## src/rtl/fitness_evaluator.sv

```systemverilog
// ---------------------------------------------------------------------------
// fitness_evaluator
//
// Chunk-serial fitness scorer for a compact GA controller. On a start strobe
// the candidate and target are captured into shift registers; ChunkWidth bits
// are scored per clock. The score is the number of bit positions where the
// candidate matches the target.
//
// Optional feature macro: FITNESS_EVALUATOR_PENALTY_EN
//   When defined, a candidate whose population count exceeds MaxOnes scores 0.
//   When undefined, the ones accumulator and its comparator are not built.
//
// Ports:
//   clk              clock, rising edge
//   rst              asynchronous active-high reset
//   test_individual  start strobe, sampled only while idle
//   individual       candidate, captured on the start edge
//   target           reference pattern, captured on the start edge
//   fitness          registered score, held until the next result
//   fitness_end      one-cycle pulse marking a new valid fitness
//   busy             high from the cycle after capture until fitness_end drops
// ---------------------------------------------------------------------------
module fitness_evaluator #(
  parameter int IndividualWidth = 32,
  parameter int FitnessWidth    = 16,
  parameter int ChunkWidth      = 4,
  parameter int MaxOnes         = 16
) (
  input  logic                       clk,
  input  logic                       rst,
  input  logic                       test_individual,
  input  logic [IndividualWidth-1:0] individual,
  input  logic [IndividualWidth-1:0] target,
  output logic [FitnessWidth-1:0]    fitness,
  output logic                       fitness_end,
  output logic                       busy
);

  localparam int Chunks = IndividualWidth / ChunkWidth;
  localparam int AccW   = $clog2(IndividualWidth + 1);
  localparam int CntW   = (Chunks > 1) ? $clog2(Chunks) : 1;

  localparam logic [1:0] S_IDLE = 2'd0;
  localparam logic [1:0] S_SCAN = 2'd1;
  localparam logic [1:0] S_DONE = 2'd2;

  // Number of set bits in one chunk, sized to the accumulator.
  function automatic logic [AccW-1:0] popcount(input logic [ChunkWidth-1:0] v);
    logic [AccW-1:0] c;
    c = '0;
    for (int i = 0; i < ChunkWidth; i++) begin
      c = c + AccW'(v[i]);
    end
    return c;
  endfunction

  logic [1:0]                 state_q, state_d;
  logic [IndividualWidth-1:0] ind_sr_q, ind_sr_d;
  logic [IndividualWidth-1:0] tgt_sr_q, tgt_sr_d;
  logic [AccW-1:0]            match_acc_q, match_acc_d;
  logic [CntW-1:0]            chunk_cnt_q, chunk_cnt_d;
  logic [FitnessWidth-1:0]    fitness_q, fitness_d;
  logic                       fitness_end_q, fitness_end_d;
  logic                       busy_q, busy_d;
  logic [AccW-1:0]            match_next;
`ifdef FITNESS_EVALUATOR_PENALTY_EN
  logic [AccW-1:0]            ones_acc_q, ones_acc_d;
  logic [AccW-1:0]            ones_next;
`endif

  // Next-state and datapath for the IDLE / SCAN / DONE sequencer.
  always_comb begin
    state_d       = state_q;
    ind_sr_d      = ind_sr_q;
    tgt_sr_d      = tgt_sr_q;
    match_acc_d   = match_acc_q;
    chunk_cnt_d   = chunk_cnt_q;
    fitness_d     = fitness_q;
    fitness_end_d = fitness_end_q;
    busy_d        = busy_q;
    // Running totals including the chunk currently at the bottom of the
    // shift registers; on the last chunk these are the final totals.
    match_next    = match_acc_q + popcount(ind_sr_q[ChunkWidth-1:0] ~^ tgt_sr_q[ChunkWidth-1:0]);
`ifdef FITNESS_EVALUATOR_PENALTY_EN
    ones_acc_d    = ones_acc_q;
    ones_next     = ones_acc_q + popcount(ind_sr_q[ChunkWidth-1:0]);
`endif
    case (state_q)
      S_IDLE: begin
        if (test_individual) begin
          ind_sr_d    = individual;
          tgt_sr_d    = target;
          match_acc_d = '0;
          chunk_cnt_d = '0;
          busy_d      = 1'b1;
          state_d     = S_SCAN;
`ifdef FITNESS_EVALUATOR_PENALTY_EN
          ones_acc_d  = '0;
`endif
        end else begin
          state_d = S_IDLE;
        end
      end
      S_SCAN: begin
        match_acc_d = match_next;
        ind_sr_d    = ind_sr_q >> ChunkWidth;
        tgt_sr_d    = tgt_sr_q >> ChunkWidth;
        chunk_cnt_d = chunk_cnt_q + CntW'(1);
`ifdef FITNESS_EVALUATOR_PENALTY_EN
        ones_acc_d  = ones_next;
`endif
        if (chunk_cnt_q == CntW'(Chunks - 1)) begin
`ifdef FITNESS_EVALUATOR_PENALTY_EN
          fitness_d = (int'(ones_next) > MaxOnes) ? '0 : FitnessWidth'(match_next);
`else
          fitness_d = FitnessWidth'(match_next);
`endif
          fitness_end_d = 1'b1;
          state_d       = S_DONE;
        end else begin
          state_d = S_SCAN;
        end
      end
      S_DONE: begin
        fitness_end_d = 1'b0;
        busy_d        = 1'b0;
        state_d       = S_IDLE;
      end
      default: begin
        // Unused encoding: recover to idle with outputs quiet.
        fitness_end_d = 1'b0;
        busy_d        = 1'b0;
        state_d       = S_IDLE;
      end
    endcase
  end

  // State and datapath registers with asynchronous reset.
  always_ff @(posedge clk or posedge rst) begin
    if (rst) begin
      state_q       <= S_IDLE;
      ind_sr_q      <= '0;
      tgt_sr_q      <= '0;
      match_acc_q   <= '0;
      chunk_cnt_q   <= '0;
      fitness_q     <= '0;
      fitness_end_q <= 1'b0;
      busy_q        <= 1'b0;
`ifdef FITNESS_EVALUATOR_PENALTY_EN
      ones_acc_q    <= '0;
`endif
    end else begin
      state_q       <= state_d;
      ind_sr_q      <= ind_sr_d;
      tgt_sr_q      <= tgt_sr_d;
      match_acc_q   <= match_acc_d;
      chunk_cnt_q   <= chunk_cnt_d;
      fitness_q     <= fitness_d;
      fitness_end_q <= fitness_end_d;
      busy_q        <= busy_d;
`ifdef FITNESS_EVALUATOR_PENALTY_EN
      ones_acc_q    <= ones_acc_d;
`endif
    end
  end

  assign fitness     = fitness_q;
  assign fitness_end = fitness_end_q;
  assign busy        = busy_q;

endmodule
```

## config.mk

```make
export PLATFORM = sky130hd
export DESIGN_NAME = fitness_evaluator
export DESIGN_NICKNAME = d
export VERILOG_FILES = /design/src/rtl/fitness_evaluator.sv
export SDC_FILE = /design/constraint.sdc
export NUM_CORES = 1
export LEC_CHECK = 0
export CORE_MARGIN = 5
export CORE_UTILIZATION = 51
export CTS_CLUSTER_DIAMETER = 40
export DETAILED_ROUTE_END_ITERATION = 7
export PLACE_DENSITY = 0.85
export SLEW_MARGIN = 20
export SYNTH_ARGS = -nofsm -noshare
export SYNTH_HDL_FRONTEND = slang
export SYNTH_SLANG_ARGS = --single-unit
```

## constraint.sdc

```tcl
create_clock -name clk -period 3.4 [get_ports clk]
set_input_delay 0.68 -clock clk [delete_from_list [all_inputs] [get_ports clk]]
set_output_delay 0.68 -clock clk [all_outputs]
set_load 0.005 [all_outputs]
```

==> results.toml <==
[clocking]
cts_resized = 0
cts_buffers = 9
cts.htree.levels = 3
insertion_delay_ns = 0.35
numClockSinks = 83
cts.path.max_buffers = 2
clkTransAtPathRegs_ns = 0.08
ctsHoldBuffers = 0
post_cts_buffers = 0
root_buffer = "clkbuf_8"
tritoncts = "yes"

[worst_setup_path]
startpoint_type = "register"
cp_slowest_cell = "fa_1"
r2r_setup_slack_ns = 0.82
worstSetupPathType = "reg -> reg"
critical_path_buf_inv_count = 2
path_common_cell = "fa_1"
cp_data_required_time_ns = 3.65
crit_fanout = 4
cp-end-kind = "register"
critPathTopFamily = "adder cells"
crit_arrival_ns = 2.82
crit_path_max_incr_delay_ns = 0.43
crit_chain = "xor2_1 > fa_1 > inv_1 > fa_1 > inv_1 > fa_1 > and3b_1 > o21bai_1 > a22o_1"

[timing]
relSlewSlack = 0.483
fin_tns_setup_ns = 0
drv_slew = 0
whs_ns = 0.483
fin_skew_ns = 0.00867
setup_ws_ns = 0.823
hold_violations = 0
fin_crit_ns = 2.58
finalSetupViolCount = 0
rsz0062_at_grt = "false"
fin_crit_sh = 0.758
tightest_slew_ns = 0.773
fmax_mhz = 388

[floorplanning]
rows = 32
initial_core_util = 0.517
pin_count = 85
die_y_um = 98.1
dieArea_um2 = 9620
core-area_um2 = 7650
die_x_um = 98.1

[flow_run]
cap_violations = 0

[finish]
fill_cells = 618
drive_above_1_share = 0.0569
multi_input_area_um2 = 1650
diodes = 0
area_delta_synth_final_pct = 24.0
layout.nets = 508
layout_common_cells = "dfrtp_1, clkdlybuf4s50_1, nand2_1, mux2i_1, o21ai_0"
finish.utilization = 0.642
register_area_um2 = 2080
final_common_cell = "dfrtp_1"

[logic_synthesis]
synth_warnings = 0
syn_area_per_cell_um2 = 10.7
ys_seq_area_frac = 0.525
syn_area_um2 = 3960
synthCells = 371
ys_types = 34
ys_ff_latch = 83

[detailed_routing]
via_count = 2773
wl_um = 8030
routedWlPerCell_um = 14.8
viasPerCell = 5.13
first_iter_violations = 167
drt_pass1_iterations = 4
antenna_left = 0
route.detailed.drc = 0

[worst_hold_path]
hp-class = "reg -> reg"

[pwr]
power_density_nw_per_um2 = 889
ir_worst_vdd_mv = 0.359
leakagePower_uw = 0.00222

[global_routing]
grt_pass1_vias = 2873
grt-ovfl-total = 0
antenna_found_initial = 0
grt.total_usage = 0.173
grt_max_degree = 56
grt_first_pass_wirelength_um = 13500

[placed_design]
hpwlAfterDp_um = 5550
place_worst_setup_slack_ns = 0.841
gp_congestion = 0.818
io_buffer_count = 74

[outcome]
status = "finished clean"
-- logic make-up after synthesis --
group                      share of synthesized area
buffers and inverters                         0.0705
xor gates and xnor gates                      0.0133
muxes                                          0.145
and+or+nand+nor                               0.0908
other                                       0.000948
adders and majority gates                     0.0247
DFF                                            0.525
AOI/OAI and AO/OA                              0.130
-- worst reg2reg max path, stage by stage, from the launching register on --
cell and delay [ns]:
dfrtp_1 0.39, xor2_1 0.20, fa_1 0.43, inv_1 0.10
fa_1 0.22, inv_1 0.07, fa_1 0.43, and3b_1 0.30
o21bai_1 0.09, a22o_1 0.25
-- report_power, final --
group          leakage [uW]  internal [uW]  switching (uW)
clock network      0.000108            427             346
logic               0.00105            923             982
registers           0.00106           1420             265
-- per-layer routing --
metal	global-route usage	vias up	share of wire	wire (um)
met4	0.0554	0	0.013	104
met2	0.293	66	0.52	4180
met3	0.0400	12	0.040	318
li1	-	1375	-	-
met5	0	-	0	0
met1	0.220	1320	0.43	3420
-- state kept, by name, indices dropped and copies added (netlist names) --
| signal | cells |
|---|---|
| busy | 1 |
| chunk_cnt_q | 3 |
| fitness | 6 |
| fitness_end | 1 |
| ind_sr_q | 32 |
| match_acc_q | 6 |
| state_q | 2 |
| tgt_sr_q | 32 |
-- final timing paths --
check,start,to,cells past startpoint
max in group asynchronous,rst,fitness[5]$_DFFE_PP0P_,3
setup reg to reg,tgt_sr_q[0]$_DFFE_PP0P_,match_acc_q[4]$_DFFE_PP0P_,9
setup / recovery,tgt_sr_q[0]$_DFFE_PP0P_,match_acc_q[4]$_DFFE_PP0P_,9
hold reg to reg,fitness[4]$_DFFE_PP0P_,fitness[4]$_DFFE_PP0P_,2
min in group asynchronous,rst,tgt_sr_q[20]$_DFFE_PP0P_,2
hold / removal,fitness[4]$_DFFE_PP0P_,fitness[4]$_DFFE_PP0P_,2
-- cells in the mapped netlist --
cell       instances  share of area
a21boi_0           1         0.0019
a21o_1             1         0.0019
a21oi_1            7         0.0089
a22o_1            11          0.024
a2bb2oi_1          1         0.0022
a31oi_1            1         0.0016
and2_0             1         0.0016
and3b_1            1         0.0022
buf_2              7         0.0089
buf_4             17          0.032
buf_6              6          0.017
clkbuf_1           5         0.0047
conb_1             1        0.00095
dfrtp_1           83           0.53
fa_1               3          0.015
ha_1               3         0.0095
inv_1              8         0.0076
mux2_2             1         0.0028
mux2i_1           56           0.14
nand2_1           66          0.063
nand2b_1           1         0.0016
nand2b_4           1         0.0035
nand3_1            3         0.0038
nand3b_1           1         0.0019
nor2_1             4         0.0038
nor2b_1            4         0.0063
o211ai_1           1         0.0019
o21ai_0           50          0.063
o21ai_1           16          0.020
o21bai_1           2         0.0038
or3_1              1         0.0016
or4_1              1         0.0019
xnor2_1            3         0.0066
xor2_1             3         0.0066
-- layout make-up --
| type | count | area share |
|---|---|---|
| inverters | 8 | 0.00638 |
| flip-flops and latches | 83 | 0.423 |
| clock inverters | 5 | 0.0158 |
| clock buffers | 10 | 0.0281 |
| multi-input cells | 254 | 0.337 |
| well taps | 102 | 0.0260 |
| repair buffers | 79 | 0.164 |
-- through the flow --
step / instances / power [uW] / area, um^2
after floorplan: 380 / 3130 / 3990
after global placement: 526 / 3460 / 4690
after detailed placement: 526 / 3580 / 4690
after CTS: 541 / 4390 / 4910
after global routing: 541 / 4700 / 4910
final: 541 / 4360 / 4910
No activity file was read; power rests on OpenSTA's default activity.
